## config.mk

```make
export PLATFORM = sky130hd
export DESIGN_NAME = pulse_rate_meter_flat
export DESIGN_NICKNAME = d
export VERILOG_FILES = /design/src/rtl/pulse_meas_pkg.sv /design/src/rtl/pulse_rate_meter_if.sv /design/src/rtl/sync_2ff.sv /design/src/rtl/pulse_rate_meter.sv /design/src/flat_wrapper.sv
export SDC_FILE = /design/constraint.sdc
export NUM_CORES = 1
export LEC_CHECK = 0
export ABC_AREA = 1
export BUFFER_PORTS_ARGS = -buffer_cell sky130_fd_sc_hd__buf_2
export CAP_MARGIN = 20
export CORE_ASPECT_RATIO = 0.7
export CORE_MARGIN = 8
export CORE_UTILIZATION = 45
export CTS_CLUSTER_DIAMETER = 50
export DETAILED_ROUTE_END_ITERATION = 12
export PLACE_DENSITY = 0.61
export SYNTH_ARGS = -nofsm -noshare
export SYNTH_HDL_FRONTEND = slang
export SYNTH_HIERARCHICAL = 1
export SYNTH_SLANG_ARGS = --single-unit
```

## constraint.sdc

```tcl
create_clock -name clk -period 1.8 [get_ports clk]
set_input_delay 0 -clock clk [delete_from_list [all_inputs] [get_ports clk]]
set_output_delay 0 -clock clk [all_outputs]
set_load 0.05 [all_outputs]
```

## src/rtl/pulse_meas_pkg.sv

```systemverilog
// Shared types and helpers for the pulse rate meter.
package pulse_meas_pkg;

  // Width-measurement FSM: IDLE waits for a synchronized rising edge,
  // MEAS counts high cycles until the falling edge.
  typedef enum logic {
    IDLE = 1'b0,
    MEAS = 1'b1
  } meas_state_t;

  // Increment that sticks at max_v instead of wrapping.
  function automatic logic [31:0] sat_inc(input logic [31:0] v, input logic [31:0] max_v);
    return (v >= max_v) ? v : v + 32'd1;
  endfunction

endpackage

```

## src/rtl/pulse_rate_meter_if.sv

```systemverilog
// Signal bundle between the pulse source/readout side and the meter.
//
// Strobe semantics: count_valid and width_valid are single-cycle strobes with
// no ready/backpressure. The consumer must capture count/count_ovf (resp.
// last_width) in the cycle the strobe is high; the data outputs then hold
// until the next strobe. Both strobes may be high in the same cycle.
interface pulse_rate_meter_if #(
  parameter int CNT_W = 16,
  parameter int WID_W = 8
);
  import pulse_meas_pkg::*;

  logic             pin;
  logic             enable;
  logic [CNT_W-1:0] count;
  logic             count_valid;
  logic             count_ovf;
  logic [WID_W-1:0] last_width;
  logic             width_valid;
  meas_state_t      dbg_state;

  modport master (
    output pin, enable,
    input  count, count_valid, count_ovf, last_width, width_valid, dbg_state
  );

  modport slave (
    input  pin, enable,
    output count, count_valid, count_ovf, last_width, width_valid, dbg_state
  );

endinterface

```

## src/rtl/sync_2ff.sv

```systemverilog
// Two-flop synchronizer for a single asynchronous bit, cleared to 0 on reset.
module sync_2ff (
  input  logic clk_i,
  input  logic rst_ni,
  input  logic d_i,
  output logic q_o
);

  logic meta_q;
  logic sync_q;

  // Two back-to-back flops give the first stage a full cycle to resolve.
  always_ff @(posedge clk_i or negedge rst_ni) begin
    if (!rst_ni) begin
      meta_q <= 1'b0;
      sync_q <= 1'b0;
    end else begin
      meta_q <= d_i;
      sync_q <= meta_q;
    end
  end

  assign q_o = sync_q;

endmodule

```

## src/rtl/pulse_rate_meter.sv

```systemverilog
// Pulse rate meter: synchronizes an asynchronous pulse train, measures each
// pulse width, rejects pulses shorter than MIN_WIDTH and counts accepted
// pulses over a fixed gate window of GATE_CYCLES clocks.
module pulse_rate_meter
  import pulse_meas_pkg::*;
#(
  parameter int GATE_CYCLES = 1000000,
  parameter int CNT_W       = 16,
  parameter int WID_W       = 8,
  parameter int MIN_WIDTH   = 4
) (
  input  logic               clk,
  input  logic               rst,
  pulse_rate_meter_if.slave  bus
);

  localparam int                 TMR_W    = $clog2(GATE_CYCLES);
  localparam logic [TMR_W-1:0]   TMR_LAST = TMR_W'(GATE_CYCLES - 1);
  localparam logic [CNT_W-1:0]   CNT_ONES = '1;
  localparam logic [WID_W-1:0]   WID_ONES = '1;

  logic             pin_s;
  logic             pin_d_q;
  logic             rise;
  logic             fall;

  meas_state_t      state_q, state_d;
  logic [WID_W-1:0] wcnt_q, wcnt_d;
  logic             accept;

  logic [TMR_W-1:0] timer_q;
  logic [CNT_W-1:0] acc_q, acc_d;
  logic             ovf_q, ovf_d;

  logic [CNT_W-1:0] count_q;
  logic             count_valid_q;
  logic             count_ovf_q;
  logic [WID_W-1:0] last_width_q;
  logic             width_valid_q;

  sync_2ff u_sync (
    .clk_i  (clk),
    .rst_ni (rst),
    .d_i    (bus.pin),
    .q_o    (pin_s)
  );

  assign rise = pin_s & ~pin_d_q;
  assign fall = ~pin_s & pin_d_q;

  // Edge-detect delay flop, width counter and FSM state register.
  always_ff @(posedge clk or negedge rst) begin
    if (!rst) begin
      pin_d_q <= 1'b0;
      state_q <= IDLE;
      wcnt_q  <= '0;
    end else begin
      pin_d_q <= pin_s;
      state_q <= state_d;
      wcnt_q  <= wcnt_d;
    end
  end

  // Width FSM: start counting on rise, judge the pulse on fall.
  always_comb begin
    state_d = state_q;
    wcnt_d  = wcnt_q;
    accept  = 1'b0;
    if (!bus.enable) begin
      state_d = IDLE;
      wcnt_d  = '0;
    end else begin
      case (state_q)
        IDLE: begin
          if (rise) begin
            state_d = MEAS;
            wcnt_d  = WID_W'(1);
          end
        end
        MEAS: begin
          if (fall) begin
            state_d = IDLE;
            accept  = (32'(wcnt_q) >= MIN_WIDTH);
          end else if (pin_s) begin
            wcnt_d = WID_W'(sat_inc(32'(wcnt_q), 32'(WID_ONES)));
          end
        end
        default: state_d = IDLE;
      endcase
    end
  end

  // Saturating accept counter; ovf remembers any increment lost at the ceiling.
  always_comb begin
    acc_d = acc_q;
    ovf_d = ovf_q;
    if (accept) begin
      acc_d = CNT_W'(sat_inc(32'(acc_q), 32'(CNT_ONES)));
      ovf_d = ovf_q | (acc_q == CNT_ONES);
    end
  end

  // Latch the width of each accepted pulse with a one-cycle strobe.
  always_ff @(posedge clk or negedge rst) begin
    if (!rst) begin
      last_width_q  <= '0;
      width_valid_q <= 1'b0;
    end else begin
      width_valid_q <= accept;
      if (accept) begin
        last_width_q <= wcnt_q;
      end
    end
  end

  // Gate timer; on the terminal cycle publish the window result (including a
  // pulse accepted in that same cycle) and restart the accumulator.
  always_ff @(posedge clk or negedge rst) begin
    if (!rst) begin
      timer_q       <= '0;
      acc_q         <= '0;
      ovf_q         <= 1'b0;
      count_q       <= '0;
      count_ovf_q   <= 1'b0;
      count_valid_q <= 1'b0;
    end else if (!bus.enable) begin
      timer_q       <= '0;
      acc_q         <= '0;
      ovf_q         <= 1'b0;
      count_valid_q <= 1'b0;
    end else if (timer_q == TMR_LAST) begin
      timer_q       <= '0;
      acc_q         <= '0;
      ovf_q         <= 1'b0;
      count_q       <= acc_d;
      count_ovf_q   <= ovf_d;
      count_valid_q <= 1'b1;
    end else begin
      timer_q       <= timer_q + TMR_W'(1);
      acc_q         <= acc_d;
      ovf_q         <= ovf_d;
      count_valid_q <= 1'b0;
    end
  end

  assign bus.count       = count_q;
  assign bus.count_valid = count_valid_q;
  assign bus.count_ovf   = count_ovf_q;
  assign bus.last_width  = last_width_q;
  assign bus.width_valid = width_valid_q;
  assign bus.dbg_state   = state_q;

endmodule

```

## src/flat_wrapper.sv

```systemverilog
// flat-port wrapper written by rule: the top's interface ports become plain ports
module pulse_rate_meter_flat import pulse_meas_pkg::*;
#(
  parameter int GATE_CYCLES = 1000000,
  parameter int CNT_W       = 16,
  parameter int WID_W       = 8,
  parameter int MIN_WIDTH   = 4
)
  (clk, rst, bus_pin, bus_enable, bus_count, bus_count_valid, bus_count_ovf, bus_last_width, bus_width_valid, bus_dbg_state);
  pulse_rate_meter_if #(.CNT_W(CNT_W), .WID_W(WID_W)) bus_i ();
  input  logic clk;
  input  logic rst;
  input wire logic [$bits(bus_i.pin)-1:0] bus_pin;
  input wire logic [$bits(bus_i.enable)-1:0] bus_enable;
  output wire logic [$bits(bus_i.count)-1:0] bus_count;
  output wire logic [$bits(bus_i.count_valid)-1:0] bus_count_valid;
  output wire logic [$bits(bus_i.count_ovf)-1:0] bus_count_ovf;
  output wire logic [$bits(bus_i.last_width)-1:0] bus_last_width;
  output wire logic [$bits(bus_i.width_valid)-1:0] bus_width_valid;
  output wire logic [$bits(bus_i.dbg_state)-1:0] bus_dbg_state;
  assign bus_i.pin = bus_pin;
  assign bus_i.enable = bus_enable;
  assign bus_count = bus_i.count;
  assign bus_count_valid = bus_i.count_valid;
  assign bus_count_ovf = bus_i.count_ovf;
  assign bus_last_width = bus_i.last_width;
  assign bus_width_valid = bus_i.width_valid;
  assign bus_dbg_state = bus_i.dbg_state;
  pulse_rate_meter #(.GATE_CYCLES(GATE_CYCLES), .CNT_W(CNT_W), .WID_W(WID_W), .MIN_WIDTH(MIN_WIDTH)) u_core (.clk(clk), .rst(rst), .bus(bus_i));
endmodule
```

==> qor.txt <==
==================================================================================
Power share of the clock group                                               0.519
Overall routed net length                                                 9.276 mm
Clock slew seen by the registers of the worst setup and hold paths           60 ps
Leakage power total                                                       2.376 nW
Final antenna diode count                                                        0
Pin count of the biggest net entering global routing                            40
Sequential share of the synthesized area                                    0.4760
Setup skew after layout                                                   6.508 ps
Share of total power in combinational logic                                  0.044
Detailed Routing Iterations Pass 1                                               5
Number of max-cap violations                                                     0
Reg power frac                                                               0.436
Synthesized flop and latch total                                                76
Nets@finish                                                                    577
Yosys warning total                                                              6
Global-route usage over all layers                                          0.1627
Net switching fraction of the power                                         0.2112
Share of the clock period used by the worst path                            0.9346
Status                                                                finished, final reports clean
Switching power                                                        0.0008467 W
Share of final-layout standard cells stronger than drive strength 1         0.1728
Critical path startpoint category                                             flop
CTS tree                                                                     built
Final Core Density                                                          0.5605
Required time worst endpoint                                               2010 ps
Initial core utilization                                                    0.4674
Die extent in x                                                           128.6 um
TritonCTS sink count                                                            76
Actual transition at the worst max-transition pin                         536.5 ps
Relative slew slack                                                         0.6419
Estimated wirelength of the detail-placed design                          6.527 mm
Clock latency on the worst-skew pair                                        340 ps
Power per standard cell area                                          837.0 mW/mm^2
Crit path max fanout                                                             7
Post-synthesis cell area                                              0.003995 sq mm
Area Growth Syn to Fin                                                      19.92%
Kind of end point of the critical path                                        flop
Number of placement rows                                                        28
Avg WL per Cell                                                           13.39 um
Number of DRC markers in iteration 0                                           294
First-pass GRT wire length                                                15.82 mm
Leading cell types in the layout, fill and taps excluded              178 x sky130_fd_sc_hd__nand2_1, 75 x sky130_fd_sc_hd__dfrtp_1, 63 x sky130_fd_sc_hd__nor2_1
Fin. max-slew vios                                                               0
Clock buffers created by TritonCTS                                               9
Int Pwr                                                                 0.003163 W
Detailed-route vias per instance                                             5.014
Net count after synthesis                                                      528
Post-detailed-route count of antenna-violating nets                              0
Maximum vdd drop                                                         0.4654 mV
Root cell of the clock tree                                           sky130_fd_sc_hd__clkbuf_16
Most common cell after layout, fill and taps aside                    sky130_fd_sc_hd__nand2_1
Core Region                                                           0.008548 sq mm
Final setup violation count                                                      0
Overall die height                                                        94.83 um
Endpoints failing hold                                                           0
Initial antenna violation count                                                  0
Number of top-level design ports                                                32
IO Port Bufs                                                                    31
Shortest period the worst path allows                                      1682 ps
FMAX                                                                    0.5944 GHz
Area enclosed by the die boundary                                     0.01220 sq mm
Design Power                                                            0.004010 W
Routability-driven placement congestion ratio                               0.8955
Class of the tightest hold or removal check                           input pin to async pin
Instance count of the mapped netlist                                           520
Number of remaining DRC errors                                                   0
Worst-case clock buffer depth                                                    2
Worst path arrival time                                                    1900 ps
Via count of the routed design                                                3475
Setup_tns                                                                     0 ps
H-tree depth                                                                     3
Vias in the first global route                                                3422
Mean post-synth cell area                                              7.683 sq um
Path type of the worst setup path                                     flop to flop
Grt total ovfl                                                                   0
Count of cell types in the netlist                                              33
==================================================================================
critical path, stage by stage, from the launching register on:
cell and delay, ps:
sky130_fd_sc_hd__dfrtp_1 400, sky130_fd_sc_hd__ha_2 240, sky130_fd_sc_hd__nand3_4 130, sky130_fd_sc_hd__nor3b_2 230
sky130_fd_sc_hd__nand3_1 150, sky130_fd_sc_hd__nand2_1 180, sky130_fd_sc_hd__inv_2 110, sky130_fd_sc_hd__nand2_1 80
sky130_fd_sc_hd__nor2_1 40
state kept, by name (all words and copies together) (netlist names):
| signal | count |
|---|---|
| u_core/timer_q | 20 |
| u_core/acc_q | 16 |
| u_core/bus.count | 16 |
| u_core/bus.last_width | 8 |
| u_core/wcnt_q | 8 |
| u_core/bus.count_ovf | 1 |
| u_core/bus.count_valid | 1 |
| u_core/bus.dbg_state | 1 |
| u_core/bus.width_valid | 1 |
| u_core/ovf_q | 1 |
| u_core/pin_d_q | 1 |
| u_core/u_sync/meta_q | 1 |
| u_core/u_sync/q_o | 1 |
layer usage:
metal,part of all wire,wire length (um),up-vias,GRT usage
met5,0,0,-,0
met1,0.49,4527,1610,0.2108
li1,-,-,1738,-
met4,0.015,135,0,0.04382
met2,0.43,4019,107,0.2527
met3,0.064,594,20,0.05965
synthesized netlist by cell type, drive strengths merged:
cell	count	share of area
a21oi	12	0.015
a31oi	1	0.0016
and2	1	0.0016
buf	9	0.017
clkbuf	2	0.0019
dfrtp	76	0.48
ha	4	0.013
inv	51	0.048
nand2	190	0.19
nand3	41	0.058
nand3b	1	0.0019
nand4	10	0.016
nor2	68	0.071
nor3	15	0.025
nor3b	2	0.0050
nor4	1	0.0016
o21ai	18	0.023
o21bai	1	0.0019
o22ai	1	0.0016
xnor2	7	0.015
xor2	9	0.020
path summary, 6_finish.rpt:
path / depth (start not counted) / endpoint / slack [ps] / start
worst max register to register: 8 / u_core/timer_q[16] / 120 / u_core/timer_q[0]
max in group asynchronous: 3 / u_core/timer_q[11] / 1070 / rst
min in group clk: 2 / u_core/u_sync/meta_q / 310 / bus_pin
worst min register to register: 0 / u_core/u_sync/q_o / 350 / u_core/u_sync/meta_q
worst min-delay path: 2 / u_core/bus.last_width[1] / 190 / rst
worst max-delay path: 8 / u_core/timer_q[16] / 120 / u_core/timer_q[0]
per-stage QoR:
step	hold WS [ps]	instance area, sq um	worst slack, ps	instances
6_report	187.0	4791	117.6	693
5_1_grt	237.8	4791	-46.24	693
4_1_cts	187.9	4722	21.64	691
3_5_place_dp	13.70	4352	43.93	673
3_3_place_gp	2.841	4352	74.96	673
2_1_floorplan	-295.6	3995	163.9	520
power groups by stage:
stage | clock (W) | sequential, W | combinational, W
2_1_floorplan | 0 | 0.00181 | 0.0000574
3_3_place_gp | 0 | 0.00178 | 0.000174
3_5_place_dp | 0 | 0.00178 | 0.000175
4_1_cts | 0.00213 | 0.00175 | 0.000181
5_1_grt | 0.00219 | 0.00175 | 0.000200
6_report | 0.00208 | 0.00175 | 0.000178
timing repair:
item	in CTS	in global routing
setup buffers	0	2
hold buffers	3	0
endpoints found under the hold margin	39	0
endpoints found under the setup margin	0	32
resized for setup	0	14
logic make-up (layout without fill, tap and decap cells):
kind of cell               Yosys count  count (layout)  share of synthesized area
AOI/OAI and AO/OA                   33              33                    0.04260
xor gates and xnor gates            16              16                    0.03508
adders and majority gates            4               4                    0.01253
buffers and inverters               62             115                    0.06639
DFF                                 76              76                     0.4760
and+or+nand+nor                    329             329                     0.3674
area by class of cell:
type,instances,area [sq um]
multi-input cells,382,1878
flip-flops and latches,76,1903
well taps,120,150.1
fillers,818,3757
clock inverters,4,97.59
clock buffers,11,242.7
repair buffers,49,325.3
inverters,51,193.9
Power figures use the tool's default switching activity.
